**config.mk**
```make
export PLATFORM = sky130hd
export DESIGN_NAME = signmag_addsub_scan
export DESIGN_NICKNAME = d
export VERILOG_FILES = /design/src/rtl/signmag_scan_pkg.sv /design/src/rtl/seg7_scan.sv /design/src/rtl/signmag_addsub_scan.sv
export SDC_FILE = /design/constraint.sdc
export NUM_CORES = 1
export LEC_CHECK = 0
export CAP_MARGIN = 20
export CORE_MARGIN = 5
export CORE_UTILIZATION = 50
export CTS_CLUSTER_DIAMETER = 80
export DETAILED_ROUTE_END_ITERATION = 10
export GPL_ROUTABILITY_DRIVEN = 0
export PLACE_DENSITY = 0.73
export SLEW_MARGIN = 20
export SYNTH_ARGS = -nofsm -noshare
export SYNTH_HDL_FRONTEND = slang
export SYNTH_SLANG_ARGS = --single-unit
```
**constraint.sdc**
```tcl
create_clock -name clk -period 2.5 [get_ports clk]
set_clock_uncertainty 0.1 [all_clocks]
set_input_delay 0.625 -clock clk [delete_from_list [all_inputs] [get_ports clk]]
set_output_delay 0.625 -clock clk [all_outputs]
set_load 0.03 [all_outputs]
```
**src/rtl/signmag_scan_pkg.sv**
```systemverilog
// rtl/signmag_scan_pkg.sv - shared flag indices, blank pattern and hex-to-7-segment decode
package signmag_scan_pkg;

    localparam int FLAG_CARRY = 2;
    localparam int FLAG_OVF   = 1;
    localparam int FLAG_NZ    = 0;

    localparam logic [6:0] SEG_BLANK = 7'h7F;

    // Active-high {g,f,e,d,c,b,a}; callers invert for the active-low bank.
    function automatic logic [6:0] hex7seg(input logic [3:0] v);
        case (v)
            4'h0:    return 7'h3F;
            4'h1:    return 7'h06;
            4'h2:    return 7'h5B;
            4'h3:    return 7'h4F;
            4'h4:    return 7'h66;
            4'h5:    return 7'h6D;
            4'h6:    return 7'h7D;
            4'h7:    return 7'h07;
            4'h8:    return 7'h7F;
            4'h9:    return 7'h6F;
            4'hA:    return 7'h77;
            4'hB:    return 7'h7C;
            4'hC:    return 7'h39;
            4'hD:    return 7'h5E;
            4'hE:    return 7'h79;
            default: return 7'h71;
        endcase
    endfunction

endpackage

```
**src/rtl/seg7_scan.sv**
```systemverilog
// rtl/seg7_scan.sv - digit-scan driver for the 7-segment bank; SIGNMAG_SCAN_ZERO_BLANK_EN enables leading-zero blanking
module seg7_scan
    import signmag_scan_pkg::*;
#(
    parameter int DIGITS   = 2,
    parameter int SCAN_DIV = 50000
) (
    input  logic                  clk,
    input  logic                  rst_n,
    input  logic [DIGITS*4-1:0]   disp_mag_i,
    output logic [DIGITS-1:0]     an_o,
    output logic [6:0]            segs_o
);

    localparam int PSW = (SCAN_DIV > 1) ? $clog2(SCAN_DIV) : 1;
    localparam int IW  = (DIGITS > 1) ? $clog2(DIGITS) : 1;
    localparam logic [PSW-1:0] PRE_LAST = PSW'(SCAN_DIV - 1);
    localparam logic [IW-1:0]  IDX_LAST = IW'(DIGITS - 1);

    logic [PSW-1:0]    pre_q, pre_d;
    logic [IW-1:0]     idx_q, idx_d;
    logic [3:0]        nib;
    logic [DIGITS-1:0] an_d, an_q;
    logic [6:0]        segs_d, segs_q;

    always_comb begin
        pre_d = pre_q + 1'b1;
        idx_d = idx_q;
        if (pre_q == PRE_LAST) begin
            pre_d = '0;
            idx_d = (idx_q == IDX_LAST) ? '0 : idx_q + 1'b1;
        end
    end

    always_comb begin
        nib = '0;
        for (int d = 0; d < DIGITS; d++) begin
            if (idx_q == IW'(d)) begin
                nib = disp_mag_i[d*4 +: 4];
            end
        end
        an_d   = ~(DIGITS'(1) << idx_q);
        segs_d = ~hex7seg(nib);
`ifdef SIGNMAG_SCAN_ZERO_BLANK_EN
        // Blank when this nibble and everything above it is zero; digit 0 always shows.
        if ((idx_q != '0) && ((disp_mag_i >> {idx_q, 2'b00}) == '0)) begin
            segs_d = SEG_BLANK;
        end
`endif
    end

    always_ff @(posedge clk or negedge rst_n) begin
        if (!rst_n) begin
            pre_q  <= '0;
            idx_q  <= '0;
            an_q   <= ~DIGITS'(1);
            segs_q <= ~hex7seg(4'h0);
        end else begin
            pre_q  <= pre_d;
            idx_q  <= idx_d;
            an_q   <= an_d;
            segs_q <= segs_d;
        end
    end

    assign an_o   = an_q;
    assign segs_o = segs_q;

endmodule

```
**src/rtl/signmag_addsub_scan.sv**
```systemverilog
// rtl/signmag_addsub_scan.sv - 2-stage sign-magnitude add/sub with flags and scanned hex display; SIGNMAG_SCAN_ZERO_BLANK_EN blanks leading zeros
module signmag_addsub_scan
    import signmag_scan_pkg::*;
#(
    parameter int WIDTH    = 8,
    parameter int DIGITS   = 2,
    parameter int SCAN_DIV = 50000
) (
    input  logic              clk,
    input  logic              rst_n,
    input  logic              in_valid,
    input  logic [WIDTH-1:0]  in_a,
    input  logic [WIDTH-1:0]  in_b,
    input  logic              in_sub,
    output logic              out_valid,
    output logic [WIDTH-1:0]  out_sum,
    output logic [2:0]        out_c,
    output logic              neg,
    output logic [6:0]        SEGS,
    output logic [DIGITS-1:0] AN
);

    // Sign-magnitude to two's complement; -0 collapses to 0.
    function automatic logic [WIDTH-1:0] sm_to_tc(input logic [WIDTH-1:0] v);
        logic [WIDTH-1:0] mag;
        mag = v;
        mag[WIDTH-1] = 1'b0;
        return v[WIDTH-1] ? -mag : mag;
    endfunction

    logic [WIDTH-1:0] a_d, b_tc, b_d, a_q, b_q;
    logic             v1_q;

    assign a_d  = sm_to_tc(in_a);
    assign b_tc = sm_to_tc(in_b);
    assign b_d  = in_sub ? -b_tc : b_tc;

    always_ff @(posedge clk or negedge rst_n) begin
        if (!rst_n) begin
            v1_q <= 1'b0;
            a_q  <= '0;
            b_q  <= '0;
        end else begin
            v1_q <= in_valid;
            if (in_valid) begin
                a_q <= a_d;
                b_q <= b_d;
            end
        end
    end

    logic [WIDTH:0]   sum_ext;
    logic [WIDTH-1:0] sum_d, disp_d, sum_q, disp_q;
    logic [2:0]       c_d, c_q;
    logic             ovf, neg_d, neg_q, out_valid_q;

    always_comb begin
        sum_ext = {1'b0, a_q} + {1'b0, b_q};
        sum_d   = sum_ext[WIDTH-1:0];
        ovf     = (a_q[WIDTH-1] == b_q[WIDTH-1]) && (sum_d[WIDTH-1] != a_q[WIDTH-1]);
        c_d             = '0;
        c_d[FLAG_CARRY] = sum_ext[WIDTH];
        c_d[FLAG_OVF]   = ovf;
        c_d[FLAG_NZ]    = |sum_d;
        // An overflowed sum shows its raw bits and never lights the negative indicator.
        disp_d = sum_d;
        neg_d  = 1'b0;
        if (sum_d[WIDTH-1] && !ovf) begin
            disp_d = -sum_d;
            neg_d  = 1'b1;
        end
    end

    always_ff @(posedge clk or negedge rst_n) begin
        if (!rst_n) begin
            out_valid_q <= 1'b0;
            sum_q       <= '0;
            c_q         <= '0;
            disp_q      <= '0;
            neg_q       <= 1'b0;
        end else begin
            out_valid_q <= v1_q;
            if (v1_q) begin
                sum_q  <= sum_d;
                c_q    <= c_d;
                disp_q <= disp_d;
                neg_q  <= neg_d;
            end
        end
    end

    logic [DIGITS*4-1:0] disp_pad;

    always_comb begin
        disp_pad = '0;
        disp_pad[WIDTH-1:0] = disp_q;
    end

    seg7_scan #(
        .DIGITS   (DIGITS),
        .SCAN_DIV (SCAN_DIV)
    ) u_scan (
        .clk        (clk),
        .rst_n      (rst_n),
        .disp_mag_i (disp_pad),
        .an_o       (AN),
        .segs_o     (SEGS)
    );

    assign out_valid = out_valid_q;
    assign out_sum   = sum_q;
    assign out_c     = c_q;
    assign neg       = ~neg_q;

endmodule

```
== After elaboration in Yosys (flattened, before gate mapping) ==
Memory sizes are Yosys's and may differ from the RTL's.
Index checks and enable logic that the tools add are counted.
Cells by class
  add/sub/neg operators: 7
  multipliers: 0
  div/mod/pow operators: 0
  $lt $le $gt $ge: 0
  equal/unequal tests: 3
  shift-type cells: 1
  multiplexer cells: 8
  bitwise operators: 3
  reduce and logical (&&, ||, !) cells: 4
Operator list (number)
  $mux 8: 4
  $add 16x1->16 const B: 1
  $eq 16x16->1 const B: 1
  $mux 16: 1
  $neg 7->8: 2
  $neg 8->8: 2
  $add 8x8->9: 1
  $reduce_or 8->1: 1
  $not 7->7: 1
  $mux 4: 1
  $logic_and 1x1->1: 2
  $mux 1: 2
  $not 2->2: 1
  $shl 1x1->2 const A: 1
  $add 1x1->1 const B: 1
  $eq 1x1->1: 1
  $logic_not 1->1: 1
  $ne 1x1->1: 1
  $not 1->1: 1
Word-level totals
  bits in registers: 64
  bits in latches: 0
  RAM bits: 0
  bits in read-only memories: 112
  memories kept: 1
Memories
  (no name shown): depth 16, bits a word 7, read ports 1, clocked after memory_dff 0, wr ports 0, line signmag_scan_pkg.sv:12  | case (v)

== Logic depth before layout (Yosys ltp) ==
Gate-level depths: netlist of run 1.
  depth after elaboration: 6
  gate-level depth with buffers: 9
  mapped depth without buffers: 9

== Hierarchy ==
Synthesis of run 1 repeated with hierarchy kept, for this count alone.
Unflattened totals
  cells, all modules: 356
  area total of the unflattened synthesis: 3573.4 sq um
By module, submodules not included
  signmag_addsub_scan: times used 1, cells an instance 239, area an instance 2301.0 sq um, seq. area each 925.9 sq um
  seg7_scan: times used 1, cells an instance 117, area an instance 1272.5 sq um, seq. area each 653.1 sq um

== Least setup slack after synthesis of run 1 ==
Ideal clock, no wire load.
  kind: reg-to-reg
  start: register a_q[3]
  end: register disp_q[3] (netlist: disp_pad[3])
  library setup time: 0.082 ns
  arrival time: 2.166 ns
  data required time: 2.318 ns
  path slack: 0.152 ns
  cell stages (with the launch flop): 10
  path buffers: 2
  period minus slack after synthesis: 2.348 ns
  cells stage by stage: dfrtp_1 ha_1 buf_4 o21ai_1 o21a_1 or4_1 and2_4 buf_6 or3_1 a31oi_1
On the way
  word-level cells in the longest chain between the ends: 6
  elaborated cells on any way between the ends: 7
  classes of those cells: 2 x add/sub; 1 x eq/ne; 1 x mux; 3 x reduce/logical
Ends and longest elaborated chain
  start, declared: line signmag_addsub_scan.sv:31  | logic [WIDTH-1:0] a_d, b_tc, b_d, a_q, b_q;
  start signal, assigned: line signmag_addsub_scan.sv:41  | a_q <= '0;
  start signal, assigned: line signmag_addsub_scan.sv:46  | a_q <= a_d;
  $add 8x8->9 *: line signmag_addsub_scan.sv:58  | sum_ext = {1'b0, a_q} + {1'b0, b_q};
  branches (longest 4 deep; another with $neg 8->8)
  $mux 8 *: line signmag_addsub_scan.sv:68  | if (sum_d[WIDTH-1] && !ovf) begin
  end signal, assigned: line signmag_addsub_scan.sv:86  | disp_q <= disp_d;
  end, declared: line signmag_addsub_scan.sv:53  | logic [WIDTH-1:0] sum_d, disp_d, sum_q, disp_q;
Mark *: on every way between the ends.
A chain may end at the register's enable or synchronous reset.

== Worst setup path in the final report of run 1 ==
  start: input port in_b[0]
  end: register b_q[6]
On the way
  word-level cells in the longest chain between the ends: 4
Ends and longest elaborated chain
  start, declared: line signmag_addsub_scan.sv:13  | input logic [WIDTH-1:0] in_b,
  $neg 7->8: line signmag_addsub_scan.sv:28  | return v[WIDTH-1] ? -mag : mag;
  $mux 8 *: line signmag_addsub_scan.sv:28
  $neg 8->8: line signmag_addsub_scan.sv:36  | assign b_d = in_sub ? -b_tc : b_tc;
  $mux 8 *: line signmag_addsub_scan.sv:36
  end signal, assigned: line signmag_addsub_scan.sv:42  | b_q <= '0;
  end signal, assigned: line signmag_addsub_scan.sv:47  | b_q <= b_d;
  end, declared: line signmag_addsub_scan.sv:31
Every way passes the cells marked *; elsewhere a longest branch is shown, timed or not.

==> impl_metrics.prom, run 1 <==
# TYPE chip_impl_metric gauge
chip_impl_info{name="run_status",value="complete, no violations"} 1
chip_impl_metric{name="cts_buffer_count",unit=""} 9
chip_impl_metric{name="post_route_cells_drive_above_1_share",unit=""} 0.1920
chip_impl_metric{name="post-route-drc-count",unit=""} 0
chip_impl_metric{name="first_pass_grt_wire_length",unit="mm"} 11.91
chip_impl_metric{name="hold_buffers",unit=""} 0
chip_impl_info{name="crit_path_end_kind",value="flop"} 1
chip_impl_info{name="r2r-end",value="disp_pad[7]$_DFFE_PN0P_"} 1
chip_impl_metric{name="cts_max_path_buffers",unit=""} 2
chip_impl_metric{name="max_cap_violations",unit=""} 0
chip_impl_metric{name="layout.cell_area.non_filler",unit="sq um"} 4539
chip_impl_metric{name="antenna_found_initial",unit=""} 0
chip_impl_metric{name="antenna_left",unit=""} 0
chip_impl_info{name="worst-setup-path-type",value="input pin to flop"} 1
chip_impl_metric{name="synth-seq-area-share",unit=""} 0.4428
chip_impl_metric{name="detail_route.wl_per_cell",unit="microns"} 13.29
chip_impl_metric{name="io_pins",unit=""} 42
chip_impl_metric{name="cellPowerDensity",unit="nW/um^2"} 914.5
chip_impl_metric{name="seqPwrFrac",unit=""} 0.329
chip_impl_metric{name="ys_seq_elements",unit=""} 63
chip_impl_metric{name="final_core_utilization",unit=""} 0.6608
chip_impl_info{name="synth_flop_cell",value="sky130_fd_sc_hd__dfrtp_1"} 1
chip_impl_metric{name="hpwl",unit="mm"} 5.111
chip_impl_metric{name="swShare",unit=""} 0.3617
chip_impl_metric{name="synthDistinctLibCells",unit=""} 51
chip_impl_info{name="grt_setup_unrepaired",value="yes"} 1
chip_impl_metric{name="syn_avg_cell_area",unit="sq um"} 10.02
chip_impl_metric{name="first_global_vias",unit=""} 2763
chip_impl_metric{name="slew_headroom",unit=""} 0.4766
chip_impl_metric{name="syn_std_cell_area",unit="sq um"} 3566
chip_impl_metric{name="placed_area",unit="sq um"} 4230
chip_impl_metric{name="worstPathRequired",unit="ns"} 2.62
chip_impl_metric{name="fp.dieArea",unit="sq um"} 8921
chip_impl_metric{name="post_layout_min_period",unit="ns"} 2.463
chip_impl_metric{name="arrival",unit="ns"} 2.59
chip_impl_metric{name="worst_reg2reg_path_length_in_cells",unit=""} 7
chip_impl_info{name="holdCritPathClass",value="input pin to async pin"} 1
chip_impl_metric{name="asyncSetResetFlopFracSynth",unit=""} 1.000
chip_impl_metric{name="final_worst_path_period_share",unit=""} 0.9851
chip_impl_info{name="cts.root.buffer_cell",value="sky130_fd_sc_hd__clkbuf_8"} 1
chip_impl_metric{name="final_hold_violation_count",unit=""} 0
chip_impl_metric{name="synth_enable_flop_cells",unit=""} 0
chip_impl_info{name="crit_start",value="in_b[0]"} 1
chip_impl_metric{name="clock_input_transition_at_the_sequential_cells_of_the_worst_setup_and_hold_paths",unit="ns"} 0.07
chip_impl_metric{name="synth.yosys.warnings",unit=""} 0
chip_impl_metric{name="area_growth",unit="%"} 27.30
chip_impl_metric{name="path_max_fanout",unit=""} 2
chip_impl_metric{name="finalSetupViolations",unit=""} 0
chip_impl_info{name="final_common_cell",value="sky130_fd_sc_hd__dfrtp_1"} 1
chip_impl_metric{name="clock_sink_count",unit=""} 63
chip_impl_info{name="timing.rr.start",value="a_q[0]$_DFFE_PN0P_"} 1
chip_impl_metric{name="max_slew.worst_pin.slew",unit="ns"} 0.7851
chip_impl_metric{name="comb_power_share",unit=""} 0.437
chip_impl_metric{name="worstSkewPairLatency",unit="ns"} 0.34
chip_impl_info{name="cts_tree",value="yes"} 1
chip_impl_metric{name="coreArea",unit="sq um"} 6869
chip_impl_metric{name="intPower",unit="W"} 0.002650
chip_impl_metric{name="proportion_of_power_drawn_by_the_clock_network",unit=""} 0.234
chip_impl_metric{name="initial_utilization",unit=""} 0.5191
chip_impl_metric{name="p_leak",unit="nW"} 1.984
chip_impl_metric{name="final-max-slew-violation-count",unit=""} 0
chip_impl_metric{name="switchingPower",unit="W"} 0.001502
chip_impl_metric{name="antenna_cells",unit=""} 0
chip_impl_metric{name="grt_use_total",unit=""} 0.1672
chip_impl_info{name="startpoint_type",value="input pin"} 1
chip_impl_metric{name="viasPerCell",unit=""} 5.354
chip_impl_metric{name="reg2reg_setup_slack",unit="ns"} 0.04
chip_impl_metric{name="route.final.wire_length",unit="mm"} 6.953
chip_impl_metric{name="fmax",unit="GHz"} 0.4060
chip_impl_metric{name="dr_total_vias",unit=""} 2800
chip_impl_metric{name="total_negative_slack_for_setup_checks",unit="ns"} 0
chip_impl_metric{name="globalRoute.totalOverflow",unit=""} 0
chip_impl_metric{name="dr.pass1.iters",unit=""} 4
chip_impl_metric{name="row_count",unit=""} 30
chip_impl_metric{name="io_buffer_count",unit=""} 41
chip_impl_metric{name="die_h",unit="microns"} 94.45
chip_impl_metric{name="postSynthNetCount",unit=""} 396
chip_impl_metric{name="drtIter0Drc",unit=""} 60
chip_impl_metric{name="htreeDepth",unit=""} 3
chip_impl_info{name="layout.cells.most_common_list",value="sky130_fd_sc_hd__dfrtp_1, sky130_fd_sc_hd__nor2_1, sky130_fd_sc_hd__clkdlybuf4s50_1"} 1
chip_impl_metric{name="final_net_count",unit=""} 462
chip_impl_info{name="crit_path_end",value="b_q[6]$_DFFE_PN0P_"} 1
chip_impl_metric{name="worst_ir_drop_vdd",unit="mV"} 0.4461
chip_impl_metric{name="syn-instance-count",unit=""} 356
chip_impl_metric{name="dieWidth",unit="microns"} 94.45
chip_impl_metric{name="grt_max_degree",unit=""} 64
[how the worst min path moves through the flow]
stage | slack, ns | to
after floorplan | 0.23 | a_q[0]$_DFFE_PN0P_
after global placement | 0.38 | u_scan.pre_q[0]$_DFF_PN0_
after detailed placement | 0.38 | u_scan.pre_q[0]$_DFF_PN0_
after CTS | 0.19 | u_scan.pre_q[9]$_DFF_PN0_
after global routing | 0.22 | u_scan.segs_o[1]$_DFF_PN0_
final | 0.18 | u_scan.segs_o[1]$_DFF_PN0_
[metal layers]
layer | vias up | track usage | part of all wire
met5 | - | 0 | 0
met4 | 0 | 0.07212 | 0.013
met3 | 9 | 0.03506 | 0.036
met2 | 51 | 0.2996 | 0.53
met1 | 1355 | 0.1919 | 0.42
li1 | 1385 | - | -
[layout make-up]
cell class	count	area [sq um]
clock inverter	7	97.59
multi-input combinational	261	1919
clock buffer	9	123.9
fill	565	2330
sequential	63	1579
timing repair buffer	68	628.1
inverter	19	71.32
tap	96	120.1
[cell usage after synthesis (2+ instances only)]
master	n	share of area
sky130_fd_sc_hd__o21a_1	2	0.0042
sky130_fd_sc_hd__mux2_2	18	0.057
sky130_fd_sc_hd__o211ai_1	2	0.0042
sky130_fd_sc_hd__dfstp_2	2	0.015
sky130_fd_sc_hd__or2_2	2	0.0035
sky130_fd_sc_hd__o22ai_1	2	0.0035
sky130_fd_sc_hd__a21oi_1	23	0.032
sky130_fd_sc_hd__and3_1	4	0.0070
sky130_fd_sc_hd__nor2_1	37	0.039
sky130_fd_sc_hd__o21bai_1	2	0.0042
sky130_fd_sc_hd__clkbuf_1	7	0.0074
sky130_fd_sc_hd__buf_4	3	0.0063
sky130_fd_sc_hd__o31ai_1	5	0.011
sky130_fd_sc_hd__nor3_1	9	0.013
sky130_fd_sc_hd__ha_1	19	0.067
sky130_fd_sc_hd__o21ai_0	19	0.027
sky130_fd_sc_hd__xor2_1	16	0.039
sky130_fd_sc_hd__nand2_1	15	0.016
sky130_fd_sc_hd__mux2i_1	9	0.025
sky130_fd_sc_hd__xnor2_1	21	0.052
sky130_fd_sc_hd__or3_1	8	0.014
sky130_fd_sc_hd__nor4_1	3	0.0053
sky130_fd_sc_hd__nand3_1	11	0.015
sky130_fd_sc_hd__dfrtp_1	61	0.43
sky130_fd_sc_hd__nand4_1	2	0.0035
sky130_fd_sc_hd__a21o_1	2	0.0042
sky130_fd_sc_hd__a31oi_1	5	0.0088
sky130_fd_sc_hd__inv_1	19	0.020
sky130_fd_sc_hd__nor2b_1	6	0.011
[sequential cells by signal (all words and copies together) (netlist names), 2 cells and up]
signal / cells
u_scan.pre_q: 16
a_q: 8
b_q: 8
out_sum: 8
disp_pad: 7
u_scan.segs_o: 7
out_c: 3
u_scan.an_o: 2
[through the flow]
stage | power, W | setup WS, ns | instances | hold slack (ns)
floorplan | 0.002585 | 0.1517 | 356 | 0.2294
global placement | 0.003128 | -0.2610 | 506 | 0.3759
detailed placement | 0.003174 | -0.3930 | 506 | 0.3847
CTS | 0.004161 | 0.01909 | 522 | 0.1935
global route | 0.004426 | -0.06522 | 523 | 0.2174
finish | 0.004151 | 0.03716 | 523 | 0.1755
[worst max-delay path, cell delays in order]
cell	delay (ns)
sky130_fd_sc_hd__clkdlybuf4s50_1	0.48
sky130_fd_sc_hd__inv_1	0.09
sky130_fd_sc_hd__ha_4	0.25
sky130_fd_sc_hd__mux2i_1	0.21
sky130_fd_sc_hd__ha_1	0.21
sky130_fd_sc_hd__nand3_1	0.11
sky130_fd_sc_hd__o31ai_2	0.27
sky130_fd_sc_hd__xnor2_1	0.08
sky130_fd_sc_hd__mux2_2	0.26
[cell families after synthesis]
group	after synthesis	share of synthesized area
compound gates	71	0.1225
simple gates	105	0.1439
xor+xnor	37	0.09088
buf+inv	32	0.03930
mux	28	0.08842
fa+ha+maj	20	0.07228
flops	63	0.4428
[power groups by stage]
stage	clock network [W]	logic, W	registers (W)
floorplan	0	0.000992	0.00159
global placement	0	0.00175	0.00138
detailed placement	0	0.00178	0.00139
CTS	0.000995	0.00179	0.00137
global route	0.00105	0.00198	0.00140
finish	0.000972	0.00181	0.00137
[what timing repair did]
item                                    in CTS  in global routing
pin swaps                                    0                  6
endpoints found under the setup margin       1                  9
resized for setup                            1                 18
setup buffers                                0                  1
Note: power is estimated with default switching activity, not from simulation.
==> inputs of run 2 (changes only) <==
--- a/config.mk
+++ b/config.mk
@@ -5,13 +5,14 @@
 export SDC_FILE = /design/constraint.sdc
 export NUM_CORES = 1
 export LEC_CHECK = 0
+export ABC_AREA = 0
 export CAP_MARGIN = 20
 export CORE_MARGIN = 5
-export CORE_UTILIZATION = 50
+export CORE_UTILIZATION = 40
 export CTS_CLUSTER_DIAMETER = 80
 export DETAILED_ROUTE_END_ITERATION = 10
 export GPL_ROUTABILITY_DRIVEN = 0
-export PLACE_DENSITY = 0.73
+export PLACE_DENSITY = 0.6
 export SLEW_MARGIN = 20
 export SYNTH_ARGS = -nofsm -noshare
 export SYNTH_HDL_FRONTEND = slang
==> constraint.sdc (replaced) <==
create_clock -name clk -period 2.65 [get_ports clk]
set_clock_uncertainty 0.1 [all_clocks]
set_input_delay 0.6625 -clock clk [delete_from_list [all_inputs] [get_ports clk]]
set_output_delay 0.6625 -clock clk [all_outputs]
set_load 0.03 [all_outputs]
==> run 2 against run 1 <==
  * Final area down 2.5%
  * Wire length down 3.6%
  * Critical path depth unchanged
  * Register-to-register slack better by 0.14 ns
  * Die area up 22%
  * Sequential power down 6%
  * Critical endpoint unchanged
  * Power down 8.9%
  * Global-route usage down 3.4 points
  * Utilization down 15 points
==> impl_metrics.prom, run 2 (synthesis gave the netlist of run 1 again) <==
# TYPE chip_impl_metric gauge
chip_impl_info{name="run_status",value="complete, no violations"} 1
chip_impl_info{name="registers.top_by_ff_count",value="u_scan.pre_q"} 1
chip_impl_metric{name="fmax",unit="GHz"} 0.3963
chip_impl_metric{name="post-place-ws",unit="ns"} -0.2162
chip_impl_metric{name="max_slew.worst_pin.slew",unit="ns"} 0.7659
chip_impl_metric{name="antenna_cells",unit=""} 0
chip_impl_metric{name="swShare",unit=""} 0.3696
chip_impl_info{name="cts.root.buffer_cell",value="sky130_fd_sc_hd__clkbuf_8"} 1
chip_impl_metric{name="cts_post_setup_buffers_inserted",unit=""} 0
chip_impl_metric{name="p_leak",unit="nW"} 1.925
chip_impl_metric{name="io_buffer_count",unit=""} 41
chip_impl_metric{name="post_layout_min_period",unit="ns"} 2.523
chip_impl_metric{name="io_pins",unit=""} 42
chip_impl_metric{name="dr_total_vias",unit=""} 2654
chip_impl_metric{name="finalSetupViolations",unit=""} 0
chip_impl_metric{name="post-route-drc-count",unit=""} 0
chip_impl_metric{name="final-max-slew-violation-count",unit=""} 0
chip_impl_metric{name="hold_buffers",unit=""} 0
chip_impl_metric{name="worstPathRequired",unit="ns"} 2.77
chip_impl_metric{name="largest_register_ffs",unit=""} 16
chip_impl_metric{name="cts_max_path_buffers",unit=""} 2
chip_impl_metric{name="hpwl",unit="mm"} 5.166
chip_impl_metric{name="initial_utilization",unit=""} 0.4089
chip_impl_info{name="grt_setup_unrepaired",value="no"} 1
chip_impl_info{name="worst-setup-path-type",value="input pin to flop"} 1
chip_impl_metric{name="arrival",unit="ns"} 2.64
chip_impl_metric{name="cts-resized-gates",unit=""} 0
chip_impl_info{name="cts_tree",value="yes"} 1
chip_impl_metric{name="cts_buffer_count",unit=""} 9
chip_impl_metric{name="grt_max_degree",unit=""} 64
chip_impl_metric{name="clock_input_transition_at_the_sequential_cells_of_the_worst_setup_and_hold_paths",unit="ns"} 0.07
chip_impl_metric{name="post_route_cells_drive_above_1_share",unit=""} 0.1584
chip_impl_metric{name="viasPerCell",unit=""} 4.998
chip_impl_info{name="layout.cells.most_common_list",value="sky130_fd_sc_hd__dfrtp_1, sky130_fd_sc_hd__clkdlybuf4s50_1, sky130_fd_sc_hd__nor2_1"} 1
chip_impl_metric{name="globalRoute.totalOverflow",unit=""} 0
chip_impl_metric{name="antenna_found_initial",unit=""} 0
chip_impl_metric{name="coreArea",unit="sq um"} 8721
chip_impl_metric{name="intPower",unit="W"} 0.002385
chip_impl_metric{name="seqPwrFrac",unit=""} 0.340
chip_impl_metric{name="final_core_utilization",unit=""} 0.5076
chip_impl_metric{name="final_net_count",unit=""} 458
chip_impl_metric{name="final_hold_violation_count",unit=""} 0
chip_impl_metric{name="slew_headroom",unit=""} 0.4894
chip_impl_metric{name="dieWidth",unit="microns"} 104.4
chip_impl_info{name="holdCritPathClass",value="input pin to async pin"} 1
chip_impl_metric{name="first_global_vias",unit=""} 2745
chip_impl_metric{name="path_max_fanout",unit=""} 2
chip_impl_metric{name="max_cap_violations",unit=""} 0
chip_impl_metric{name="area_growth",unit="%"} 24.14
chip_impl_metric{name="detail_route.wl_per_cell",unit="microns"} 12.63
chip_impl_metric{name="row_count",unit=""} 34
chip_impl_metric{name="worstSkewPairLatency",unit="ns"} 0.34
chip_impl_metric{name="htreeDepth",unit=""} 3
chip_impl_metric{name="route.final.wire_length",unit="mm"} 6.705
chip_impl_metric{name="cellPowerDensity",unit="nW/um^2"} 854.6
chip_impl_metric{name="proportion_of_power_drawn_by_the_clock_network",unit=""} 0.221
chip_impl_metric{name="antenna_left",unit=""} 0
chip_impl_metric{name="comb_power_share",unit=""} 0.440
chip_impl_metric{name="dr.pass1.iters",unit=""} 4
chip_impl_info{name="timing.rr.start",value="a_q[0]$_DFFE_PN0P_"} 1
chip_impl_metric{name="switchingPower",unit="W"} 0.001398
chip_impl_metric{name="placed_cells",unit=""} 515
chip_impl_metric{name="n_fill_cell",unit=""} 801
chip_impl_info{name="final_common_cell",value="sky130_fd_sc_hd__dfrtp_1"} 1
chip_impl_metric{name="first_pass_grt_wire_length",unit="mm"} 12.16
chip_impl_metric{name="grt_use_total",unit=""} 0.1336
chip_impl_metric{name="clock_sink_count",unit=""} 63
chip_impl_metric{name="fp.dieArea",unit="sq um"} 10900
chip_impl_metric{name="worst_ir_drop_vdd",unit="mV"} 0.3381
chip_impl_metric{name="fin_cells",unit=""} 531
chip_impl_metric{name="drtIter0Drc",unit=""} 76
chip_impl_info{name="crit_start",value="in_b[0]"} 1
chip_impl_info{name="crit_path_end_kind",value="flop"} 1
chip_impl_metric{name="finalWorstSetupSlack",unit="ns"} 0.1269
chip_impl_info{name="startpoint_type",value="input pin"} 1
chip_impl_metric{name="die_h",unit="microns"} 104.4
chip_impl_metric{name="final_worst_path_period_share",unit=""} 0.9521
run 2: final timing paths:
kind,cells past startpoint,to,slack (ns)
worst max-delay path,9,b_q[6]$_DFFE_PN0P_,0.13
worst min-delay path,2,u_scan.segs_o[4]$_DFF_PN0_,0.22
worst max register to register,9,disp_pad[6]$_DFFE_PN0P_,0.18
worst min register to register,1,u_scan.pre_q[10]$_DFF_PN0_,0.40
max in group asynchronous,2,u_scan.segs_o[6]$_DFF_PN1_,1.94
min in group clk,1,u_scan.pre_q[10]$_DFF_PN0_,0.40
run 2: stage by stage:
stage	power [W]	hold WS [ns]	TNS, ns	cell area (sq um)
finish	0.003783	0.2179	0	4427
detailed placement	0.002989	0.3856	-0.5681	4223
global route	0.004074	0.2406	0	4427
global placement	0.002956	0.3733	-0.4510	4223
CTS	0.003841	0.2260	0	4427
floorplan	0.002439	0.2519	0	3566
run 2: cell type report:
type / instances / area, sq um / area share
Multi-Input combinational cell: 261 / 1847 / 0.4172
Sequential cell: 63 / 1579 / 0.3567
Timing Repair Buffer: 64 / 590.6 / 0.1334
Tap cell: 108 / 135.1 / 0.03053
Clock buffer: 9 / 123.9 / 0.02798
Clock inverter: 7 / 80.08 / 0.01809
Inverter: 19 / 71.32 / 0.01611
run 2: worst max-delay path: stages:
cell and delay [ns]:
sky130_fd_sc_hd__clkdlybuf4s50_1 0.48, sky130_fd_sc_hd__inv_1 0.06, sky130_fd_sc_hd__ha_1 0.31, sky130_fd_sc_hd__mux2i_1 0.19, sky130_fd_sc_hd__ha_1 0.20, sky130_fd_sc_hd__nand3_1 0.09
sky130_fd_sc_hd__o31ai_1 0.31, sky130_fd_sc_hd__xnor2_1 0.09, sky130_fd_sc_hd__mux2_2 0.26
run 2: power groups by stage:
| stage | clock (W) | combinational, W | sequential [W] |
|---|---|---|---|
| after floorplan | 0 | 0.000936 | 0.00150 |
| after global placement | 0 | 0.00165 | 0.00130 |
| after detailed placement | 0 | 0.00168 | 0.00131 |
| after CTS | 0.000865 | 0.00168 | 0.00129 |
| after global routing | 0.000916 | 0.00184 | 0.00131 |
| final | 0.000834 | 0.00166 | 0.00129 |
run 2: routing by layer:
| metal | routed length, microns | vias to the layer above | global-route usage |
|---|---|---|---|
| met1 | 2922 | 1240 | 0.1515 |
| met5 | 0 | - | 0 |
| met4 | 94 | 0 | 0.04440 |
| met3 | 262 | 8 | 0.04035 |
| li1 | - | 1372 | - |
| met2 | 3426 | 34 | 0.2371 |
==> inputs of run 3 (changes only) <==
--- a/config.mk
+++ b/config.mk
@@ -12,7 +12,9 @@
 export CTS_CLUSTER_DIAMETER = 80
 export DETAILED_ROUTE_END_ITERATION = 10
 export GPL_ROUTABILITY_DRIVEN = 0
+export HOLD_SLACK_MARGIN = 0.08
 export PLACE_DENSITY = 0.6
+export SKIP_CTS_REPAIR_TIMING = 1
 export SLEW_MARGIN = 20
 export SYNTH_ARGS = -nofsm -noshare
 export SYNTH_HDL_FRONTEND = slang
==> results of run 3 <==
No change in the layout: final DEF, timing and power equal those of run 2.
